$ cat src/rtl/incr_pkg.sv
// Shared definitions for the round-robin increment arbiter:
// FSM state type, default datapath width and the grant-selection helper.
package incr_pkg;

    localparam int INCR_WIDTH = 4;

    typedef enum logic [1:0] {
        IDLE = 2'd0,
        BUSY = 2'd1,
        DONE = 2'd2
    } incr_state_e;

    // Round-robin pick between two requesters. last1 set means requester 1
    // was granted most recently, so requester 0 wins a tie.
    function automatic logic [1:0] rr_pick(input logic [1:0] req, input logic last1);
        logic [1:0] win;
        case (req)
            2'b01:   win = 2'b01;
            2'b10:   win = 2'b10;
            2'b11: begin
                if (last1) begin
                    win = 2'b01;
                end else begin
                    win = 2'b10;
                end
            end
            default: win = 2'b00;
        endcase
        return win;
    endfunction

endpackage

$ cat src/rtl/incrementer.sv
// Combinational +1 unit shared by both requesters.
// Macro INCR_ARB_OVF_EN: when defined the carry-out is produced; otherwise
// cout is a constant 0 and no carry logic exists.
module incrementer
    import incr_pkg::*;
#(
    parameter int WIDTH = INCR_WIDTH
) (
    input  logic [WIDTH-1:0] a,
    output logic [WIDTH-1:0] y,
    output logic             cout
);

`ifdef INCR_ARB_OVF_EN
    assign {cout, y} = {1'b0, a} + {{WIDTH{1'b0}}, 1'b1};
`else
    assign y    = a + {{(WIDTH-1){1'b0}}, 1'b1};
    assign cout = 1'b0;
`endif

endmodule

$ cat src/rtl/incr_arbiter.sv
// Two-requester round-robin arbiter in front of a single shared incrementer.
// A winner is picked in IDLE, its operand is incremented in BUSY, the result
// is shown in DONE and done_o pulses in the following cycle.
// Macro INCR_ARB_OVF_EN: enables the carry-out on ovf_o (otherwise ovf_o = 0).
module incr_arbiter
    import incr_pkg::*;
#(
    parameter int WIDTH = INCR_WIDTH
) (
    input  logic             clk,
    input  logic             rst,
    input  logic [1:0]       req_i,
    input  logic [WIDTH-1:0] in0_i,
    input  logic [WIDTH-1:0] in1_i,
    output logic [1:0]       gnt_o,
    output logic [1:0]       done_o,
    output logic [WIDTH-1:0] out_o,
    output logic             ovf_o
);

    incr_state_e      state_r, state_s;
    logic [1:0]       gnt_r, gnt_s;
    logic [1:0]       done_r, done_s;
    logic [1:0]       win_s;
    logic [WIDTH-1:0] opnd_r, opnd_s;
    logic [WIDTH-1:0] out_r, out_s;
    logic [WIDTH-1:0] sum_s;
    logic             last1_r, last1_s;
    logic             ovf_r, ovf_s;
    logic             carry_s;

    incrementer #(.WIDTH(WIDTH)) u_inc (
        .a    (opnd_r),
        .y    (sum_s),
        .cout (carry_s)
    );

    // Next-state and next-output logic for the IDLE/BUSY/DONE sequence.
    always_comb begin
        state_s = state_r;
        gnt_s   = gnt_r;
        done_s  = 2'b00;
        opnd_s  = opnd_r;
        out_s   = out_r;
        ovf_s   = ovf_r;
        last1_s = last1_r;
        win_s   = rr_pick(req_i, last1_r);
        case (state_r)
            IDLE: begin
                if (req_i != 2'b00) begin
                    state_s = BUSY;
                    gnt_s   = win_s;
                    last1_s = win_s[1];
                    if (win_s[0]) begin
                        opnd_s = in0_i;
                    end else begin
                        opnd_s = in1_i;
                    end
                end else begin
                    gnt_s = 2'b00;
                end
            end
            BUSY: begin
                state_s = DONE;
                out_s   = sum_s;
                ovf_s   = carry_s;
            end
            DONE: begin
                state_s = IDLE;
                gnt_s   = 2'b00;
                done_s  = gnt_r;
            end
            default: begin
                state_s = IDLE;
                gnt_s   = 2'b00;
            end
        endcase
    end

    // State and output registers; reset aborts any transaction in flight.
    always_ff @(posedge clk) begin
        if (rst) begin
            state_r <= IDLE;
            gnt_r   <= 2'b00;
            done_r  <= 2'b00;
            opnd_r  <= {WIDTH{1'b0}};
            out_r   <= {WIDTH{1'b0}};
            ovf_r   <= 1'b0;
            last1_r <= 1'b1;
        end else begin
            state_r <= state_s;
            gnt_r   <= gnt_s;
            done_r  <= done_s;
            opnd_r  <= opnd_s;
            out_r   <= out_s;
            ovf_r   <= ovf_s;
            last1_r <= last1_s;
        end
    end

    assign gnt_o  = gnt_r;
    assign done_o = done_r;
    assign out_o  = out_r;
    assign ovf_o  = ovf_r;

endmodule

$ cat config.mk
export PLATFORM = sky130hd
export DESIGN_NAME = incr_arbiter
export DESIGN_NICKNAME = d
export VERILOG_FILES = /design/src/rtl/incr_pkg.sv /design/src/rtl/incrementer.sv /design/src/rtl/incr_arbiter.sv
export SDC_FILE = /design/constraint.sdc
export NUM_CORES = 1
export LEC_CHECK = 0
export BUFFER_PORTS_ARGS = -buffer_cell sky130_fd_sc_hd__buf_4
export CAP_MARGIN = 20
export CELL_PAD_IN_SITES_DETAIL_PLACEMENT = 0
export CELL_PAD_IN_SITES_GLOBAL_PLACEMENT = 1
export CORE_MARGIN = 5
export CORE_UTILIZATION = 32
export CTS_CLUSTER_DIAMETER = 150
export DETAILED_ROUTE_END_ITERATION = 10
export PLACE_DENSITY_LB_ADDON = 0.1
export SYNTH_ARGS = -nofsm -noshare
export SYNTH_HDL_FRONTEND = slang
export SYNTH_SLANG_ARGS = --single-unit
$ cat constraint.sdc
create_clock -name clk -period 1.1 [get_ports clk]
set_input_delay 0.165 -clock clk [delete_from_list [all_inputs] [get_ports clk]]
set_output_delay 0.165 -clock clk [all_outputs]
set_load 0.005 [all_outputs]
==> results.json, run 1 <==
{
  "grt_max_degree": 16,
  "cts_tree": "yes",
  "ys.warnings.count": 0,
  "antenna_found_initial": 0,
  "maxSlewViolCount": 0,
  "vdd_drop_max_uv": 697,
  "place_hpwl_um": 1030,
  "grt_pass1_wl_um": 2250,
  "cp_max_fo": 4,
  "dieArea_um2": 3070,
  "start_util_pct": 33.6,
  "cp.arrival_ps": 1220,
  "ios": 21,
  "drt-initial-drc-count": 7,
  "wl_per_cell_um": 11.9,
  "place.gp.congestion": 0.733,
  "path_delay_family": "flip-flops",
  "clock-sinks": 15,
  "ys_top_cells_by_count": "dfxtp_1, a21oi_1, nand3_1",
  "synth_area_um2": 659,
  "syn_area_per_cell_um2": 9.84,
  "nets": 107,
  "ctsHoldBuffers": 0,
  "worstSkewPairLatency_ps": 270,
  "grt_pass1_vias": 526,
  "crit_required_ps": 1300,
  "p_leak_nw": 0.390,
  "core_um2": 1960,
  "max_freq_mhz": 978,
  "drive_gt1_share_pct": 48.4,
  "rsz0062_at_grt": "true",
  "fillers": 211,
  "worst_setup_path_start_kind": "flop",
  "async_flop_share_pct": 0,
  "finClkSkew_ps": 3.64,
  "min_period_ps": 1020,
  "yosysUniqueCellTypes": 28,
  "diodes": 0,
  "root_buffer": "clkbuf_4",
  "ys_ff_latch": 15,
  "crit_start": "last1_r$_SDFFE_PP1P_",
  "viasPerCell": 4.67,
  "rows": 16,
  "status": "completed",
  "cp_num_buf_inv": 1,
  "syn_nets": 80,
  "synth_top_area_cell": "dfxtp_1",
  "fin_crit_sh_pct": 92.9,
  "regToRegStartpoint": "last1_r$_SDFFE_PP1P_",
  "max_stage_delay_ps": 360,
  "synth.top_cell.area_share_pct": 45.5,
  "path_clk_slew_ps": 90,
  "dr_total_vias": 560,
  "stdcell_area_um2": 943,
  "synth_edf_count": 0,
  "syn2layout_area_growth_pct": 43.1,
  "wirelength_um": 1430,
  "grt-ovfl-total": 0,
  "finalSetupTns_ps": 0,
  "cts_setup_buffers": 0,
  "yosysMostFrequentCell": "dfxtp_1",
  "dr.pass1.iters": 4,
  "worstHoldStart": "rst",
  "die_y_um": 55.4,
  "cap_violations": 0,
  "detailed_place.area_um2": 853,
  "cts_max_level": 1,
  "drc": 0,
  "slowest_stage": "dfxtp_2",
  "antenna_left": 0,
  "min_path_type": "in2reg",
  "setup_viol_count_final": 0,
  "grt.total_usage_pct": 9.06,
  "io_buffers": 19,
  "clock_path_buffers": 2,
  "crit_chain": "buf_4 -> nand2b_4 -> nand3_1 -> a311oi_2",
  "synth_flop_cell": "dfxtp_1",
  "yosysSeqAreaShare_pct": 45.5,
  "whs_ps": 193,
  "end_kind": "flop",
  "fp.dieW_um": 55.4,
  "ys_top_cells_by_area": "dfxtp_1, a311oi_2, a21oi_1, nand3_1, nor2b_1",
  "critical_path_class": "reg2reg",
  "hold_viol": 0,
  "syn-instance-count": 67,
  "power_density_nw_per_um2": 1300,
  "numCtsBuffers": 3
}
[sequential cells by signal (all words and copies together) (netlist names)]
| register | flops |
|---|---|
| done_o | 2 |
| last1_r | 1 |
| gnt_o | 2 |
| opnd_r | 4 |
| state_r | 2 |
| out_o | 4 |
[stage by stage]
step	util, %	std cells	power (mW)	setup slack (ps)
after floorplan	-	67	0.786	62.0
after global placement	43.5	115	0.897	-9.07
after detailed placement	43.5	115	0.895	-30.8
after CTS	45.0	119	1.20	2.33
after global routing	48.1	120	1.31	-19.9
final	48.1	120	1.23	77.8
[layer usage]
layer	share of wire (%)	track usage, %	routed length, µm	vias to the layer above
met5	0	0	0	-
met4	1.3	5.21	19	0
met3	6.2	1.86	89	2
met2	44	14.7	634	18
met1	48	11.0	685	245
li1	-	-	-	295
[where the power goes]
group | internal [mW] | total (mW) | switching (mW)
Clock | 0.140 | 0.310 | 0.170
Combinational | 0.164 | 0.290 | 0.127
Sequential | 0.592 | 0.630 | 0.0376
[placed cells by master (no fill, tap or decap)]
cell type / instances
mux2i_1: 1
dfxtp_2: 3
nor2b_1: 2
ha_1: 1
nand2b_4: 1
clkbuf_1: 1
buf_4: 23
inv_1: 1
conb_1: 1
nor2b_4: 2
a311oi_2: 4
or2_1: 1
dfxtp_1: 12
buf_6: 2
nand2_1: 3
a211oi_1: 1
xnor2_1: 1
o211ai_1: 1
buf_2: 1
nor2_1: 4
a21oi_1: 5
nor2_4: 1
nand3_1: 4
a221o_1: 1
o21ai_0: 4
nor3b_2: 1
nor4bb_1: 2
o31ai_1: 1
clkbuf_4: 3
and2_4: 1
xor2_1: 1
nand3_2: 1
a211oi_2: 2
[path summary, 6_finish.rpt]
kind | slack (ps) | depth (start not counted) | endpoint
setup / recovery | 80 | 4 | opnd_r[3]$_SDFFE_PP0P_
hold / removal | 190 | 2 | out_o[3]$_SDFFE_PP0N_
setup reg to reg | 80 | 4 | opnd_r[3]$_SDFFE_PP0P_
hold reg to reg | 480 | 2 | gnt_o[1]$_SDFFE_PP0P_
[final cells by class]
cell class | count | area, µm² | area share (%)
Inverter | 1 | 3.75 | 0.398
Sequential cell | 15 | 304 | 32.2
Timing Repair Buffer | 26 | 200 | 21.2
Multi-Input combinational cell | 47 | 375 | 39.8
Clock buffer | 4 | 26.3 | 2.79
Tap cell | 27 | 33.8 | 3.58
[cells by family (layout without fill, tap and decap cells)]
group | Yosys count | after routing | share of synthesized area [%]
muxes | 1 | 1 | 1.52
adders and majority gates | 1 | 1 | 1.90
buffers and inverters | 5 | 31 | 4.74
AOI/OAI and AO/OA | 19 | 19 | 23.2
xor gates and xnor gates | 2 | 2 | 2.66
and+or+nand+nor | 23 | 23 | 19.9
other | 1 | 1 | 0.569
DFF | 15 | 15 | 45.5
[timing repair]
item / in CTS / in global routing
pin swaps: 0 / 1
setup endpoints to repair: 5 / 10
gates cloned: 0 / 1
gates resized for setup: 1 / 15
Note: power is estimated with default switching activity, not from simulation.
==> run 2, diff against run 1 <==
--- a/config.mk
+++ b/config.mk
@@ -14,6 +14,7 @@
 export CTS_CLUSTER_DIAMETER = 150
 export DETAILED_ROUTE_END_ITERATION = 10
 export PLACE_DENSITY_LB_ADDON = 0.1
+export REMOVE_ABC_BUFFERS = 1
 export SYNTH_ARGS = -nofsm -noshare
 export SYNTH_HDL_FRONTEND = slang
 export SYNTH_SLANG_ARGS = --single-unit
==> constraint.sdc (replaced) <==
create_clock -name clk -period 1.1 [get_ports clk]
set_input_delay 0.055 -clock clk [delete_from_list [all_inputs] [get_ports clk]]
set_output_delay 0.055 -clock clk [all_outputs]
set_load 0.005 [all_outputs]
==> run 2 against run 1 <==
Non-clock buffer count is 2 lower. Via count increased by 2.3%. Cell area is 3.1% lower. Global-route usage increased by 0.43 points. Combinational power shrank 6%. Sequential power barely moved. Maximum frequency is 3.4% lower. Count of clock-buffer cells in the layout unchanged. Worst hold slack lost 120 ps. Critical endpoint is now last1_r$_SDFFE_PP1P_. Largest cell class unchanged. Largest power group unchanged.
==> results.json, run 2 (same netlist as run 1, synthesis figures left out) <==
{
  "status": "completed",
  "hold_viol": 0,
  "slowest_stage": "dfxtp_2",
  "max_freq_mhz": 945,
  "dp_slack_ps": -54.9,
  "fp.dieW_um": 55.4,
  "drt-initial-drc-count": 13,
  "nets": 105,
  "setup_ws_ps": 42.3,
  "worst_setup_path_start_kind": "flop",
  "regToRegStartpoint": "state_r[1]$_SDFFE_PP0P_",
  "setup_viol_count_final": 0,
  "min_period_ps": 1060,
  "max_stage_delay_ps": 360,
  "grt-ovfl-total": 0,
  "whs_path_depth": 2,
  "finClkSkew_ps": 5.05,
  "cp_num_buf_inv": 0,
  "end_kind": "flop",
  "reg2reg_depth": 3,
  "path_delay_family": "flip-flops",
  "min_path_type": "in2reg",
  "worstSkewPairLatency_ps": 270,
  "p_leak_nw": 0.372,
  "rows": 16,
  "crit_start": "state_r[1]$_SDFFE_PP0P_",
  "power_density_nw_per_um2": 1320,
  "critical_path_class": "reg2reg",
  "syn2layout_area_growth_pct": 38.7,
  "stdcell_area_um2": 915,
  "worstSetupEndpoint": "last1_r$_SDFFE_PP1P_",
  "clock-sinks": 15,
  "dr.pass1.iters": 4,
  "place_hpwl_um": 1010,
  "reg2reg_slack_ps": 40,
  "cp.arrival_ps": 1220,
  "die_y_um": 55.4,
  "ctsHoldBuffers": 0,
  "core_um2": 1960,
  "layout_common_cells": "buf_4, dfxtp_1, nand3_1, a21oi_1",
  "ios": 21,
  "dr_total_vias": 573,
  "fin_crit_sh_pct": 96.2,
  "grt_pass1_vias": 553,
  "wirelength_um": 1410,
  "cts_max_level": 1,
  "final_common_cell": "buf_4",
  "maxSlewViolCount": 0,
  "grt_max_degree": 16,
  "cp_max_fo": 8,
  "drc": 0,
  "total_power_mw": 1.20,
  "grt_pass1_wl_um": 2350,
  "viasPerCell": 4.86,
  "place.gp.congestion": 0.704,
  "crit_required_ps": 1260,
  "cap_violations": 0,
  "antenna_left": 0,
  "drive_gt1_share_pct": 44.0,
  "clock_path_buffers": 2,
  "dieArea_um2": 3070,
  "crit_chain": "nor2_4 -> nand2_1 -> a221o_1",
  "root_buffer": "clkbuf_4",
  "antenna_found_initial": 0,
  "start_util_pct": 33.6,
  "vdd_drop_max_uv": 563,
  "numCtsBuffers": 3,
  "detailed_place.area_um2": 838,
  "path_clk_slew_ps": 90,
  "wl_per_cell_um": 12.0,
  "worst-path-stages": 3,
  "grt.total_usage_pct": 9.48,
  "io_buffers": 19,
  "diodes": 0,
  "cts_tree": "yes",
  "r2r-end": "last1_r$_SDFFE_PP1P_"
}
[run 2: changes by cell type in the layout (fill, tap and decap cells not counted), sizes merged]
cell	previous run	this run
buf	26	23
clkdlybuf4s15	0	1
[run 2: metal layers]
layer | up-vias | track usage, % | wire length (µm)
met4 | 0 | 6.25 | 28
met2 | 19 | 13.2 | 607
met1 | 260 | 12.4 | 694
li1 | 292 | - | -
met3 | 2 | 3.03 | 81
met5 | - | 0 | 0
[run 2: layout make-up]
| type | count | area (µm²) |
|---|---|---|
| timing repair buffer | 24 | 184 |
| inverter | 1 | 3.75 |
| multi-input combinational | 47 | 360 |
| clock buffer | 4 | 26.3 |
| fill | 214 | 1050 |
| tap | 27 | 33.8 |
| sequential | 15 | 307 |
[run 2: how the worst min path moves through the flow]
stage	startpoint	to	slack, ps
3_3_place_gp	rst	gnt_o[1]$_SDFFE_PP0P_	370
6_report	rst	out_o[0]$_SDFFE_PP0N_	80
5_1_grt	rst	opnd_r[1]$_SDFFE_PP0P_	90
2_1_floorplan	rst	opnd_r[0]$_SDFFE_PP0P_	120
4_1_cts	rst	opnd_r[0]$_SDFFE_PP0P_	70
3_5_place_dp	rst	opnd_r[0]$_SDFFE_PP0P_	370
[run 2: metrics by stage]
step | utilization, % | hold WS [ps] | instances | TNS, ps
4_1_cts | 44.5 | 72.3 | 117 | 0
2_1_floorplan | - | 123 | 63 | -181
3_3_place_gp | 42.7 | 375 | 113 | -299
6_report | 46.6 | 77.3 | 118 | 0
3_5_place_dp | 42.7 | 372 | 113 | -201
5_1_grt | 46.6 | 88.8 | 118 | -3.04
[run 2: worst reg2reg max path: stages (launching register included)]
cell and delay [ps]:
dfxtp_2 360, nor2_4 200, nand2_1 90, a221o_1 290
[run 2: timing repair]
action	CTS	global route
endpoints found under the setup margin	5	8
gates cloned	0	1
endpoints found under the hold margin	0	0
pin swaps	0	1
setup buffers	0	0
gates resized for setup	2	9
[run 2: where the power goes]
| group | leakage (nW) | total [mW] | switching [mW] | internal, mW |
|---|---|---|---|---|
| combinational | 0.233 | 0.272 | 0.118 | 0.154 |
| clock | 0.0150 | 0.300 | 0.160 | 0.140 |
| sequential | 0.124 | 0.632 | 0.0406 | 0.591 |
